<file path="src/rtl/uart_bus_bridge_if.sv">
// UART data-register and PicoRV32-native memory signals seen by the bridge.
// master = bridge side, slave = UART/memory side.
interface uart_bus_bridge_if;
  logic [31:0] u_dat_do;
  logic        u_dat_re;
  logic        u_dat_we;
  logic [31:0] u_dat_di;
  logic        u_dat_wait;
  logic        mem_valid;
  logic        mem_ready;
  logic [31:0] mem_addr;
  logic [31:0] mem_wdata;
  logic [3:0]  mem_wstrb;
  logic [31:0] mem_rdata;

  modport master (
    input  u_dat_do, u_dat_wait, mem_ready, mem_rdata,
    output u_dat_re, u_dat_we, u_dat_di, mem_valid, mem_addr, mem_wdata, mem_wstrb
  );

  modport slave (
    output u_dat_do, u_dat_wait, mem_ready, mem_rdata,
    input  u_dat_re, u_dat_we, u_dat_di, mem_valid, mem_addr, mem_wdata, mem_wstrb
  );
endinterface

</file>
<file path="src/rtl/uart_bus_bridge.sv">
// UART command engine: decodes W/R byte commands from the UART RX register, masters one
// memory transaction per command and returns ACK/NAK or read data through the UART TX register.
module uart_bus_bridge #(
  parameter logic [31:0] TIMEOUT  = 32'd2000000,
  parameter logic [7:0]  ACK_BYTE = 8'h06,
  parameter logic [7:0]  NAK_BYTE = 8'h15
) (
  input  logic              clk,
  input  logic              resetn,
  uart_bus_bridge_if.master bus,
  output logic              busy
);

  localparam logic [7:0] OP_WRITE = 8'h57;
  localparam logic [7:0] OP_READ  = 8'h52;

  typedef enum logic [2:0] {S_IDLE, S_ADDR, S_DATA, S_BUS, S_TX} state_e;

  state_e      state_q, state_d;
  logic [1:0]  idx_q, idx_d;
  logic [1:0]  k_q, k_d;
  logic [1:0]  tx_last_q, tx_last_d;
  logic [31:0] cnt_q, cnt_d;
  logic [31:0] tx_buf_q, tx_buf_d;
  logic        is_wr_q, is_wr_d;
  logic        re_q, re_d;
  logic        we_q, we_d;
  logic [31:0] di_q, di_d;
  logic        valid_q, valid_d;
  logic [31:0] addr_q, addr_d;
  logic [31:0] wdata_q, wdata_d;
  logic [3:0]  wstrb_q, wstrb_d;
  logic        busy_q, busy_d;

  logic        rx_avail_c;
  logic [7:0]  rx_byte_c;
  logic [31:0] cnt_inc_c;
  logic        timeout_c;
  logic [1:0]  k_nx_c;

  // The cycle after a pop (re_q high) the RX register is still settling and is ignored.
  assign rx_avail_c = !bus.u_dat_do[31] && !re_q;
  assign rx_byte_c  = bus.u_dat_do[7:0];
  assign cnt_inc_c  = cnt_q + 32'd1;
  assign timeout_c  = (TIMEOUT != 32'd0) && (cnt_inc_c >= TIMEOUT);
  assign k_nx_c     = k_q + 2'd1;

  always_comb begin
    state_d   = state_q;
    idx_d     = idx_q;
    k_d       = k_q;
    tx_last_d = tx_last_q;
    cnt_d     = cnt_q;
    tx_buf_d  = tx_buf_q;
    is_wr_d   = is_wr_q;
    re_d      = 1'b0;
    we_d      = we_q;
    di_d      = di_q;
    valid_d   = valid_q;
    addr_d    = addr_q;
    wdata_d   = wdata_q;
    wstrb_d   = wstrb_q;

    case (state_q)
      S_IDLE: begin
        if (rx_avail_c) begin
          re_d = 1'b1;
          if (rx_byte_c == OP_WRITE || rx_byte_c == OP_READ) begin
            is_wr_d = (rx_byte_c == OP_WRITE);
            idx_d   = 2'd0;
            cnt_d   = 32'd0;
            state_d = S_ADDR;
          end else begin
            tx_buf_d  = {24'h0, NAK_BYTE};
            tx_last_d = 2'd0;
            k_d       = 2'd0;
            we_d      = 1'b1;
            di_d      = {24'h0, NAK_BYTE};
            state_d   = S_TX;
          end
        end
      end
      S_ADDR: begin
        if (rx_avail_c) begin
          re_d = 1'b1;
          cnt_d = 32'd0;
          addr_d[{idx_q, 3'b000} +: 8] = rx_byte_c;
          if (idx_q == 2'd0) addr_d[1:0] = 2'b00;
          idx_d = idx_q + 2'd1;
          if (idx_q == 2'd3) begin
            if (is_wr_q) begin
              state_d = S_DATA;
            end else begin
              wstrb_d = 4'b0000;
              state_d = S_BUS;
            end
          end
        end else if (timeout_c) begin
          cnt_d   = 32'd0;
          state_d = S_IDLE;
        end else begin
          cnt_d = cnt_inc_c;
        end
      end
      S_DATA: begin
        if (rx_avail_c) begin
          re_d  = 1'b1;
          cnt_d = 32'd0;
          wdata_d[{idx_q, 3'b000} +: 8] = rx_byte_c;
          idx_d = idx_q + 2'd1;
          if (idx_q == 2'd3) begin
            wstrb_d = 4'b1111;
            state_d = S_BUS;
          end
        end else if (timeout_c) begin
          cnt_d   = 32'd0;
          state_d = S_IDLE;
        end else begin
          cnt_d = cnt_inc_c;
        end
      end
      S_BUS: begin
        // Request rises one cycle after entry, i.e. after the final pop has settled.
        if (!valid_q) begin
          valid_d = 1'b1;
        end else if (bus.mem_ready) begin
          valid_d = 1'b0;
          k_d     = 2'd0;
          we_d    = 1'b1;
          state_d = S_TX;
          if (is_wr_q) begin
            tx_buf_d  = {24'h0, ACK_BYTE};
            tx_last_d = 2'd0;
            di_d      = {24'h0, ACK_BYTE};
          end else begin
            tx_buf_d  = bus.mem_rdata;
            tx_last_d = 2'd3;
            di_d      = {24'h0, bus.mem_rdata[7:0]};
          end
        end
      end
      S_TX: begin
        if (we_q && !bus.u_dat_wait) begin
          if (k_q == tx_last_q) begin
            we_d    = 1'b0;
            state_d = S_IDLE;
          end else begin
            k_d  = k_nx_c;
            di_d = {24'h0, tx_buf_q[{k_nx_c, 3'b000} +: 8]};
          end
        end
      end
      default: state_d = S_IDLE;
    endcase

    busy_d = (state_d != S_IDLE);
  end

  always_ff @(posedge clk) begin
    if (!resetn) begin
      state_q   <= S_IDLE;
      idx_q     <= 2'd0;
      k_q       <= 2'd0;
      tx_last_q <= 2'd0;
      cnt_q     <= 32'd0;
      tx_buf_q  <= 32'd0;
      is_wr_q   <= 1'b0;
      re_q      <= 1'b0;
      we_q      <= 1'b0;
      di_q      <= 32'd0;
      valid_q   <= 1'b0;
      addr_q    <= 32'd0;
      wdata_q   <= 32'd0;
      wstrb_q   <= 4'd0;
      busy_q    <= 1'b0;
    end else begin
      state_q   <= state_d;
      idx_q     <= idx_d;
      k_q       <= k_d;
      tx_last_q <= tx_last_d;
      cnt_q     <= cnt_d;
      tx_buf_q  <= tx_buf_d;
      is_wr_q   <= is_wr_d;
      re_q      <= re_d;
      we_q      <= we_d;
      di_q      <= di_d;
      valid_q   <= valid_d;
      addr_q    <= addr_d;
      wdata_q   <= wdata_d;
      wstrb_q   <= wstrb_d;
      busy_q    <= busy_d;
    end
  end

  assign bus.u_dat_re  = re_q;
  assign bus.u_dat_we  = we_q;
  assign bus.u_dat_di  = di_q;
  assign bus.mem_valid = valid_q;
  assign bus.mem_addr  = addr_q;
  assign bus.mem_wdata = wdata_q;
  assign bus.mem_wstrb = wstrb_q;
  assign busy          = busy_q;

endmodule

</file>
<file path="src/flat_wrapper.sv">
// flat-port wrapper written by rule: the top's interface ports become plain ports
module uart_bus_bridge_flat 
#(
  parameter logic [31:0] TIMEOUT  = 32'd2000000,
  parameter logic [7:0]  ACK_BYTE = 8'h06,
  parameter logic [7:0]  NAK_BYTE = 8'h15
)
  (clk, resetn, busy, bus_u_dat_do, bus_u_dat_wait, bus_mem_ready, bus_mem_rdata, bus_u_dat_re, bus_u_dat_we, bus_u_dat_di, bus_mem_valid, bus_mem_addr, bus_mem_wdata, bus_mem_wstrb);
  uart_bus_bridge_if bus_i ();
  input  logic clk;
  input  logic resetn;
  output logic busy;
  input wire logic [$bits(bus_i.u_dat_do)-1:0] bus_u_dat_do;
  input wire logic [$bits(bus_i.u_dat_wait)-1:0] bus_u_dat_wait;
  input wire logic [$bits(bus_i.mem_ready)-1:0] bus_mem_ready;
  input wire logic [$bits(bus_i.mem_rdata)-1:0] bus_mem_rdata;
  output wire logic [$bits(bus_i.u_dat_re)-1:0] bus_u_dat_re;
  output wire logic [$bits(bus_i.u_dat_we)-1:0] bus_u_dat_we;
  output wire logic [$bits(bus_i.u_dat_di)-1:0] bus_u_dat_di;
  output wire logic [$bits(bus_i.mem_valid)-1:0] bus_mem_valid;
  output wire logic [$bits(bus_i.mem_addr)-1:0] bus_mem_addr;
  output wire logic [$bits(bus_i.mem_wdata)-1:0] bus_mem_wdata;
  output wire logic [$bits(bus_i.mem_wstrb)-1:0] bus_mem_wstrb;
  assign bus_i.u_dat_do = bus_u_dat_do;
  assign bus_i.u_dat_wait = bus_u_dat_wait;
  assign bus_i.mem_ready = bus_mem_ready;
  assign bus_i.mem_rdata = bus_mem_rdata;
  assign bus_u_dat_re = bus_i.u_dat_re;
  assign bus_u_dat_we = bus_i.u_dat_we;
  assign bus_u_dat_di = bus_i.u_dat_di;
  assign bus_mem_valid = bus_i.mem_valid;
  assign bus_mem_addr = bus_i.mem_addr;
  assign bus_mem_wdata = bus_i.mem_wdata;
  assign bus_mem_wstrb = bus_i.mem_wstrb;
  uart_bus_bridge #(.TIMEOUT(TIMEOUT), .ACK_BYTE(ACK_BYTE), .NAK_BYTE(NAK_BYTE)) u_core (.clk(clk), .resetn(resetn), .bus(bus_i), .busy(busy));
endmodule
</file>
<file path="config.mk">
export PLATFORM = sky130hd
export DESIGN_NAME = uart_bus_bridge_flat
export DESIGN_NICKNAME = d
export VERILOG_FILES = /design/src/rtl/uart_bus_bridge_if.sv /design/src/rtl/uart_bus_bridge.sv /design/src/flat_wrapper.sv
export SDC_FILE = /design/constraint.sdc
export NUM_CORES = 1
export LEC_CHECK = 0
export CAP_MARGIN = 20
export CORE_AREA = 3 3 137 139
export CTS_CLUSTER_SIZE = 24
export DETAILED_ROUTE_END_ITERATION = 8
export DIE_AREA = 0 0 140 142
export PLACE_DENSITY = 0.69
export SYNTH_ARGS = -nofsm -noshare
export SYNTH_HDL_FRONTEND = slang
export SYNTH_SLANG_ARGS = --single-unit
</file>
<file path="constraint.sdc">
create_clock -name clk -period 2.3 [get_ports clk]
set_input_delay 0.46 -clock clk [delete_from_list [all_inputs] [get_ports clk]]
set_output_delay 0.46 -clock clk [all_outputs]
set_load 0.05 [all_outputs]
</file>
Word level (Yosys, flattened, before mapping). Cells that the tools add are included.

Logic and storage cells: 134. Input bits: 68. Output and inout bits: 104. Register bits after elaboration: 178.

Muxes and demuxes: 64. Reductions and logical operators: 25. Add/subtract/negate cells: 4. Magnitude comparators: 1. Shifts and indexed selects: 3. Eq/ne operators: 22.

Operators by type and width (count): 32-bit two-way mux (13); 32-bit one-hot mux with 2 select lines (2); 32-bit one-hot mux with 3 select lines (1); 32-bit bitwise mux (2); 3-bit two-way mux (11); 32-bit by 1-bit adder with 32-bit output, second input constant (1); 32-bit by 21-bit >= comparator with 1-bit output, second input constant (1); 8-bit by 7-bit variable shift with 32-bit output, first input constant (1); 32-bit by 6-bit variable part select with 8-bit output (1); 8-bit by 7-bit variable part select with 32-bit output (1); 2-bit two-way mux (13); 4-bit two-way mux (5); 2-bit by 1-bit inequality test with 1-bit output, second input constant (10); 8-bit by 7-bit == test with 1-bit output, second input constant (2); 3-bit one-hot mux with 5 select lines (1); 7-bit AND reduction (2); 1-bit two-way mux (10); 8-bit two-way mux (1); 2-bit inequality test, second input constant (4); 2-bit one-hot mux with 2 select lines (2); 4-bit one-hot mux with 2 select lines (1); 5-bit negator with 7-bit output (1); 3-bit by 2-bit == test with 1-bit output, second input constant (2); 2-bit one-hot mux with 3 select lines (1); other kinds (20) (30).

Depth between registers and ports, before layout.
Word-level depth: 6. Gate-level depth with buffers: 10. Mapped depth without buffers: 9.

Least setup slack after synthesis. Ideal clock, no wire load.

Kind: register to register. Start: register u_core.cnt_q[0]. End: register u_core.cnt_q[0]. Cell stages (with the launch flop): 11. Library setup time: 70 ps. Arrival time: 2380 ps. Clock period less this slack: 2451 ps. Slack: -151 ps. Required time: 2230 ps. Cells stage by stage: dfxtp_1 ha_1 nand4_1 nor4_1 xnor2_1 o221ai_1 nand4_1 nand4_2 buf_6 or3_1 a21oi_1.

Cells in the longest elaborated chain, start to end: 5.

RTL lines: start, declared (RTL line uart_bus_bridge.sv:23) `logic [31:0] cnt_q, cnt_d;`; start signal, assigned (RTL line uart_bus_bridge.sv:181) `cnt_q <= cnt_d;`; 32-bit by 1-bit adder with 32-bit output (*) (RTL line uart_bus_bridge.sv:44) `assign cnt_inc_c = cnt_q + 32'd1;`; 32-bit by 21-bit >= comparator with 1-bit output (RTL line uart_bus_bridge.sv:45) `assign timeout_c = (TIMEOUT != 32'd0) && (cnt_inc_c >= TIMEOUT);`; 32-bit two-way mux (*) (RTL line uart_bus_bridge.sv:98, uart_bus_bridge.sv:115); 32-bit two-way mux (*) (RTL line uart_bus_bridge.sv:106) `if (rx_avail_c) begin`; 32-bit one-hot mux with 2 select lines (*) (RTL line uart_bus_bridge.sv:64) `case (state_q)`.

Every way passes the cells marked *; elsewhere a longest branch is shown, timed or not. A chain may end at the register's enable or synchronous reset.

Final worst setup path.
Start: register u_core.cnt_q[3]. End: register u_core.cnt_q[6].

The elaborated chain is that of the path after synthesis.

==> summary.md <==
| Metric | Value |
|---|---|
| H-tree Lvls | 4 |
| Fmax | between 300 and 400 MHz |
| Critical path class | reg2reg |
| Fill cell count | 1,579 |
| Finished Layout Cells | 1,279 |
| Worst Hold Path EP | u_core.bus.mem_addr[7]$_SDFFE_PN0P_ |
| Clock Skew | just under 0.01 ns |
| P_leak | 0.00374 µW |
| Worst hold stages | 2 |
| HPWL Detailed | 14,300 µm |
| Final nets | 1,112 |
| Reg2reg setup slack | -0.22 ns |
| Synth cell types | 59 |
| Min-delay src | u_core.bus.mem_addr[7]$_SDFFE_PN0P_ |
| Failing checks | setup timing |
| Crit path cell chain | nand4_1 > nor3_4 > buf_4 > nand4_1 > xor2_1 > a31o_2 > nand4_4 > buf_12 > nor3_4 > buf_6 > a221o_1 |
| Final setup fails | 24 |
| FFs w/ async S/R, synth | 0% |
| Worst setup SP type | flop |
| Routed wire length | 21,700 µm |
| Crit end category | flop |
| Synth Area in XOR/XNOR | ~1.2% |
| Io pins | between 150 and 200 |
| Vias | 7,144 |
| Worst slew pin tran | around 0.7 ns |
| Final hold vios | 0 |
| PwrDens | 609 nW/µm² |
| Die height | 142 µm |
| Worst reg2reg endpoint | u_core.cnt_q[6]$_SDFFE_PN0P_ |
| Final Wtd Congestion | 0.858 |
| Most common cell in the synthesized netlist | dfxtp_1 |
| Pins Over Slew Limit | 0 |
| Biggest area consumer among synthesized cells | dfxtp_1 |
| Synth warnings | 0 |
| Vias/cell | 5.59 |
| Syn Inst Count | 845 |
| Worst path slowest cell | dfxtp_1 |
| Initial antenna violation count | 0 |
| Worst r2r path cells | 11 |
| Clock Sinks | 150 |
| Worst path max stage delay | ~0.45 ns |
| Arr. time, crit path | 2.83 ns |
| Status | complete, but fails checks |
| CORE AREA | 17,800 µm² |
| Syn avg cell area | 8.34 µm² |
| Final worst slack | -0.219 ns |
| Initial DRC Count | about 470 |
| VDD IR max | around 0.53 mV |
| Clock Latency Late Sink | 0.42 ns |
| Share of cells above drive strength 1 | between 20% and 30% |
| Total chip power | 6140 µW |
| Family with the most delay on the worst path | simple AND/OR/NAND/NOR gates |
| Synth Area in Adders | 1.24% |
| EDFF count, synth | 0 |
| Chip Width | between 100 and 150 µm |
| Grt ovf | 0 |
| MaxCap Viol Count | 0 |
| Root buffer cell | clkbuf_16 |
| Mapped Area | 7050 µm² |
| Num CTS Buffers | 17 |
| Total Routing Usage GR | 20.8% |
| Post-layout minimum cycle time | between 2 and 3 ns |
| Relative slew slack | 53.9% |
| Reg clk slew, reported paths | 0.06 ns |
| Seq cells post-synth | 150 |
| Die ar. | 19,900 µm² |
| First-pass GRT wire length | between 30,000 and 40,000 µm |
| Reg-to-reg startpoint | u_core.cnt_q[3]$_SDFFE_PN0P_ |
| Layout Area Growth over Synthesis | 43.0% |
| Compound-Gate Fraction of Synth Area | 17.1% |
| RSZ-0062 raised after global routing | true |
| DRC violations left | 0 |
| Worst-path fanout max | 6 |
| Sequential share of the synthesized area | 42.6% |
| Req. time, crit path | 2.61 ns |
| Largest cells by area after synthesis | dfxtp_1, nand4_1, a21oi_1 |
| Ant diodes | 0 |
| Routed length per instance | 17.0 µm |
| Placed Instances | 1,238 |
| CP Buf/Inv Count | 3 |
| Vias in the first global route | 6,502 |
| Largest net degree at the start of global routing | 69 |
| Top post-synthesis cells by count | dfxtp_1, nand2_1, a21oi_1 |
| Port Buf Inserts | 124 |
| Mux cell area share after synthesis | 3.00% |
| Num rows | 49 |
| Largest family of logic cells by synthesized area | simple AND/OR/NAND/NOR gates |
| Max Root-Sink Buffers | 2 |
| Detail Route Antenna Nets | 0 |
| Initial Utilization | between 30% and 40% |
| Final worst-path cycle share | 110% |
| Hold Path Class | reg2reg |
| Simple-gate portion of the synthesized area | about 27% |
| Drt first pass iters | 5 |
| TritonCTS clock tree | done |
| Share of the synthesized area in the top cell type | 42.6% |
| Leading register cell type out of synthesis | dfxtp_1 |
-- worst register-to-register path, stage by stage (launching register included) --
cell and delay, ns:
dfxtp_1 0.45, nand4_1 0.26, nor3_4 0.22, buf_4 0.17, nand4_1 0.12, xor2_1 0.16, a31o_2 0.26, nand4_4 0.16
buf_12 0.14, nor3_4 0.04, buf_6 0.14, a221o_1 0.28
-- worst max-delay path by stage --
| stage | start | to | slack (ns) | depth (start not counted) |
|---|---|---|---|---|
| 3_3_place_gp | bus_u_dat_do[7] | u_core.cnt_q[19]$_SDFFE_PN0P_ | -0.30 | 7 |
| 3_5_place_dp | u_core.cnt_q[2]$_SDFFE_PN0P_ | u_core.cnt_q[5]$_SDFFE_PN0P_ | -0.35 | 11 |
| 6_report | u_core.cnt_q[3]$_SDFFE_PN0P_ | u_core.cnt_q[6]$_SDFFE_PN0P_ | -0.22 | 11 |
| 2_1_floorplan | u_core.cnt_q[10]$_SDFFE_PN0P_ | u_core.cnt_q[0]$_SDFFE_PN0P_ | 0.004 | 10 |
| 5_1_grt | u_core.cnt_q[18]$_SDFFE_PN0P_ | u_core.cnt_q[4]$_SDFFE_PN0P_ | -0.35 | 11 |
| 4_1_cts | u_core.cnt_q[10]$_SDFFE_PN0P_ | u_core.cnt_q[0]$_SDFFE_PN0P_ | -0.25 | 11 |
-- per-layer routing --
layer  track usage, %  share of wire, %  vias to the layer above
li1                 -                 -                     3447
met1             27.9                44                     3409
met2             33.4                48                      235
met3             4.44               5.3                       53
met4             7.39               2.8                        0
met5                0                 0                        -
-- state kept, by name, indices dropped and copies added (netlist names) --
register,count
u_core.busy,1
u_core.bus.mem_valid,1
u_core.bus.u_dat_we,1
u_core.bus.mem_wstrb,1
u_core.idx_q,2
u_core.tx_buf_q,32
u_core.bus.u_dat_di,8
u_core.k_q,2
u_core.bus.u_dat_re,1
u_core.is_wr_q,1
u_core.state_q,3
u_core.bus.mem_addr,32
u_core.tx_last_q,1
u_core.bus.mem_wdata,32
u_core.cnt_q,32
-- where the power goes --
group | switching, µW | internal [µW] | total, µW | leakage (µW)
sequential | 31.9 | 2640 | 2670 | 0.00122
combinational | 450 | 248 | 698 | 0.00224
clock | 1210 | 1560 | 2770 | 0.000279
total | 1700 | 4440 | 6140 | 0.00374
-- cell usage in the layout, fill, tap and decap left out, types with 5 or more instances in the layout --
| master | synthesis | final |
|---|---|---|
| nor3b_1 | 7 | 7 |
| and2_1 | 6 | 6 |
| or4_1 | 8 | 8 |
| nand4_1 | 78 | 78 |
| a22oi_1 | 25 | 25 |
| nor3_1 | 17 | 15 |
| and4_1 | 6 | 5 |
| nand3_1 | 32 | 31 |
| nand2_1 | 99 | 98 |
| a21oi_1 | 93 | 87 |
| dfxtp_2 | 0 | 13 |
| buf_4 | 27 | 110 |
| dfxtp_1 | 150 | 137 |
| inv_1 | 10 | 9 |
| or3_1 | 8 | 8 |
| nor2_1 | 57 | 53 |
| buf_12 | 0 | 5 |
| clkbuf_16 | 0 | 18 |
| nand2b_1 | 8 | 8 |
| mux4_2 | 8 | 8 |
| and3_1 | 20 | 19 |
| a21o_1 | 15 | 15 |
| or2_2 | 5 | 5 |
| buf_6 | 1 | 5 |
| o21ai_0 | 20 | 17 |
| a21oi_2 | 0 | 5 |
| ha_1 | 7 | 6 |
| clkdlybuf4s50_1 | 0 | 124 |
| xnor2_1 | 6 | 6 |
| conb_1 | 1 | 24 |
-- logic make-up (layout without fill, tap and decap cells) --
family                   after synthesis  count (layout)
flip-flops                           150             150
adder cells (fa/ha/maj)                7               7
XOR/XNOR                              10              10
AND/OR/NAND/NOR                      368             368
multiplexers                          11              11
buffers and inverters                106             288
other                                  1              24
AO/OA/AOI/OAI                        192             192
-- what timing repair did --
| item | CTS | global route |
|---|---|---|
| cloned | 1 | 0 |
| pin swaps | 19 | 11 |
| setup endpoints to repair | 24 | 64 |
| gates resized for setup | 40 | 27 |
| hold buffers | 0 | 0 |
| setup buffers | 8 | 2 |
-- per-stage QoR --
stage                     hold slack [ns]  util [%]  setup WS [ns]  TNS (ns)  cell area (µm²)
after detailed placement            0.447      51.2         -0.347    -22.09             9110
after global routing                0.471      56.7         -0.349     -6.69            10100
after CTS                           0.455      56.1         -0.245     -4.16             9970
after floorplan                     0.433         -        0.00351         0             7160
after global placement              0.439      51.2         -0.304    -22.39             9110
final                               0.452      56.7         -0.219     -3.28            10100
-- cell type report --
cell class                 count  area (µm²)  share of cell area [%]
clock buffer                  19         443                    4.40
sequential                   150        3020                    30.0
multi-input combinational    612        3880                    38.5
inverter                      10        38.8                   0.385
clock inverter                13         143                    1.42
timing repair buffer         246        2260                    22.5
tap                          229         287                    2.84
No activity file was read; power rests on OpenSTA's default activity.
